[src/rtl/soc_bram_wb.sv]
`default_nettype none
// soc_bram_wb: Wishbone-style slave bridging to a synchronous BRAM port with 1-cycle read latency.
// Optional macro SOC_BRAM_WB_RDATA_GATE_EN forces wb_rdata to zero whenever wb_ack is low.
module soc_bram_wb #(
  parameter int SIZE  = 256,
  parameter int AW    = $clog2(SIZE),
  parameter int WB_AW = 16
) (
  input  logic             clk,
  input  logic             rst_n,
  input  logic [WB_AW-1:0] wb_addr,
  output logic [31:0]      wb_rdata,
  input  logic [31:0]      wb_wdata,
  input  logic [3:0]       wb_wmsk,
  input  logic             wb_we,
  input  logic             wb_cyc,
  output logic             wb_ack,
  output logic [AW-1:0]    bram_addr,
  input  logic [31:0]      bram_rdata,
  output logic [31:0]      bram_wdata,
  output logic [3:0]       bram_wmsk,
  output logic             bram_we
);

  typedef enum logic [1:0] {
    IDLE    = 2'd0,
    RD_WAIT = 2'd1,
    RD_CAP  = 2'd2,
    ACK     = 2'd3
  } state_e;

  // One extra bit so SIZE == 2**WB_AW still compares correctly.
  localparam logic [WB_AW:0] SIZE_EXT = (WB_AW+1)'(SIZE);

  state_e      state_q, state_d;
  logic [31:0] rdata_q, rdata_d;
  logic        in_range;

  assign in_range   = ({1'b0, wb_addr} < SIZE_EXT);
  assign bram_addr  = wb_addr[AW-1:0];
  assign bram_wdata = wb_wdata;
  assign bram_wmsk  = wb_wmsk;

  // rst_n term keeps the strobe low while reset is held with a request pending.
  assign bram_we = wb_cyc & wb_we & in_range & (state_q == IDLE) & rst_n;
  assign wb_ack  = (state_q == ACK);

`ifdef SOC_BRAM_WB_RDATA_GATE_EN
  assign wb_rdata = wb_ack ? rdata_q : 32'h0000_0000;
`else
  assign wb_rdata = rdata_q;
`endif

  always_comb begin
    state_d = state_q;
    rdata_d = rdata_q;
    case (state_q)
      IDLE: begin
        if (wb_cyc) begin
          state_d = wb_we ? ACK : RD_WAIT;
        end
      end
      RD_WAIT: begin
        state_d = wb_cyc ? RD_CAP : IDLE;
      end
      RD_CAP: begin
        if (wb_cyc) begin
          state_d = ACK;
          rdata_d = in_range ? bram_rdata : 32'h0000_0000;
        end else begin
          state_d = IDLE;
        end
      end
      ACK: begin
        state_d = IDLE;
      end
      default: begin
        state_d = IDLE;
      end
    endcase
  end

  always_ff @(posedge clk or negedge rst_n) begin
    if (!rst_n) begin
      state_q <= IDLE;
      rdata_q <= 32'h0000_0000;
    end else begin
      state_q <= state_d;
      rdata_q <= rdata_d;
    end
  end

endmodule
`default_nettype wire

[config.mk]
export PLATFORM = sky130hd
export DESIGN_NAME = soc_bram_wb
export DESIGN_NICKNAME = d
export VERILOG_FILES = /design/src/rtl/soc_bram_wb.sv
export SDC_FILE = /design/constraint.sdc
export NUM_CORES = 1
export LEC_CHECK = 0
export ABC_AREA = 0
export CORE_UTILIZATION = 35
export DETAILED_ROUTE_END_ITERATION = 10
export PLACE_DENSITY = 0.79
export SYNTH_ARGS = -nofsm -noshare
export SYNTH_HDL_FRONTEND = slang
export SYNTH_SLANG_ARGS = --single-unit
[constraint.sdc]
create_clock -name clk -period 2.01 [get_ports clk]
set_clock_uncertainty 0.1 [all_clocks]
set_input_delay 0.3015 -clock clk [delete_from_list [all_inputs] [get_ports clk]]
set_output_delay 0.3015 -clock clk [all_outputs]
set_load 0.05 [all_outputs]
==> flow_summary.ini <==
[logic_synthesis]
synth_edf_count = 0
ys_types = 18
synth_top_area_share_pct = 36.6
synth_area_per_cell_um2 = 11.3
syn_nets = 294
yosysWarnings = 0
ys_seq_elements = 34
synthTopCellsByArea = dfrtp_1 (37%), o32ai_2 (20%), buf_4 (14%)
yosysTopAreaCell = dfrtp_1
ys_top_cells_by_count = buf_4 (44), dfrtp_1 (34), nand4b_1 (33)
netlist_area_um2 = 2320
synthCells = 206
postSynth.asyncResetShare_pct = 100
yosysSeqAreaShare_pct = 36.6
ys.flop_type = dfrtp_1
synth.most_common_cell = buf_4

[clocking]
clk_pin_slew_ns = 0.06
root_buffer = clkbuf_8
numCtsBuffers = 5
post_cts_buffers = 0
htree_levels = 2
cts_tree = done
clk_path_buf_depth = 2
insertion_delay_ns = 0.28
cts.sinks = 34

[placement]
port_buffers = 77
dp_hpwl_um = 3600
gp_congestion = 0.671

[timing]
maxSlewHeadroom_pct = 65.2
hold_violations = 0
worstMarginPinSlew_ns = 0.520
slew_violations = 0
period_share_pct = 97.0
period_minus_slack_ns = 1.95
fmax_mhz = 513
fin_hold_ws_ns = 0.414
setup_viol = 0
rsz0062_at_grt = false

[power]
cellLeakagePower_nw = 1.05
vdd_drop_max_uv = 279
powerDensity_nw_per_um2 = 508

[flow_run]
drv_cap = 0

[worst_setup_path]
cp-start-kind = input port
path_class = input port to output port
reg2reg_slack_ns = 0.46
arrival_ns = 1.55
worstRegToRegCells = 4
crit_required_ns = 1.61
cp_max_fo = 2
end_kind = output port

[worst_hold_path]
hold_class = flop to flop
min_delay_path_depth = 2

[route]
initialDrtViolationCount = 94
wl_per_cell_um = 16.8
first_pass_iters = 4
via_per_inst = 5.32
vias = 1660
remaining_drc_errors = 0
antenna_left = 0
drt-total-wl_um = 5250

[final_layout]
nets = 323
fin_util_pct = 45.3
n_antenna_cell = 0
seq_area_um2 = 851
drive_above_1_share_pct = 22.1
syn_to_final_growth_pct = 24.6
multi_input_area_um2 = 866
fillers = 608

[global_routing]
antenna_found_initial = 0
grt_max_degree = 37
grt_pass1_wl_um = 8690
first_global_vias = 1683
overflow = 0
track_usage_pct = 15.6

[floorplanning]
pin_count = 166
initial_utilization_pct = 36.4
die_area_um2 = 6970
die_height_um = 83.5
row_count = 29
core_area_um2 = 6390
fp.dieW_um = 83.5

[outcome]
status = finished clean
-- timing repair --
item / 4_1_cts / 5_1_grt
setup endpoints to repair: 1 / 1
hold endpoints to repair: 34 / 0
gates resized for setup: 7 / 2
hold buffers: 1 / 0
pin swaps: 3 / 2
-- kinds of logic after synthesis --
kind of cell	synth area share, %
compound gates	21.4
buf+inv	26.7
simple gates	15.2
flops	36.6
-- registers in the layout, summed over array words and instances (netlist names) --
signal / count
wb_rdata: 32
state_q: 2
-- layer usage --
| layer | vias to the layer above | global-route usage, % | share of wire (%) |
|---|---|---|---|
| met2 | 81 | 25.1 | 47 |
| met1 | 813 | 19.9 | 43 |
| li1 | 749 | - | - |
| met4 | 0 | 5.08 | 1.5 |
| met3 | 17 | 4.95 | 7.5 |
| met5 | - | 0 | 0 |
-- power breakdown --
| part | switching, mW | internal [mW] |
|---|---|---|
| clock network | 0.240 | 0.239 |
| logic | 0.151 | 0.141 |
| registers | 0.00814 | 0.694 |
| total | 0.399 | 1.07 |
-- layout by cell type (no fill, tap or decap) --
cell type        count
nor2b_1              1
dlygate4sd2_1        6
o32ai_2             29
dlymetal6s2s_1       1
and3b_2              1
clkdlybuf4s50_1     66
nor3_1               1
or4_4                2
nor3b_1              1
buf_12               3
nand4b_1            33
clkbuf_1             2
and2_1               1
inv_1               32
o32ai_1              3
buf_2                1
dfrtp_1             34
clkdlybuf4s15_1      1
nor4_4               1
dlygate4sd3_1        1
clkbuf_8             5
buf_4               10
-- worst paths after layout --
path / from / to
worst min-delay path: wb_rdata[18]$_DFFE_PN0P_ / wb_rdata[18]$_DFFE_PN0P_
min in group asynchronous: rst_n / wb_rdata[9]$_DFFE_PN0P_
worst max-delay path: rst_n / bram_we
max in group asynchronous: rst_n / wb_rdata[15]$_DFFE_PN0P_
worst max register to register: state_q[0]$_DFFE_PN0P_ / wb_rdata[14]$_DFFE_PN0P_
worst min register to register: wb_rdata[18]$_DFFE_PN0P_ / wb_rdata[18]$_DFFE_PN0P_
-- area by class of cell --
cell class	count	area share (%)
clock buffers	7	2.64
well taps	77	3.33
flip-flops and latches	34	29.4
repair buffers	89	30.6
inverters	32	4.15
multi-input cells	73	29.9
-- critical path, cell delays in order --
cell           delay [ns]
dlygate4sd3_1        0.52
buf_2                0.12
nand4b_1             0.19
nor4_4               0.24
buf_12               0.18
-- through the flow --
step	power [mW]	instances	cell area [um2]	setup TNS, ns	setup slack [ns]
final	1.47	312	2900	0	0.0609
after CTS	1.49	312	2890	0	0.00823
after global placement	1.01	304	2810	-2.60	-0.138
after global routing	1.54	312	2900	0	0.0183
after detailed placement	1.01	304	2810	-3.50	-0.180
after floorplan	1.10	206	2350	-0.137	-0.137
No activity file was read; power rests on OpenSTA's default activity.
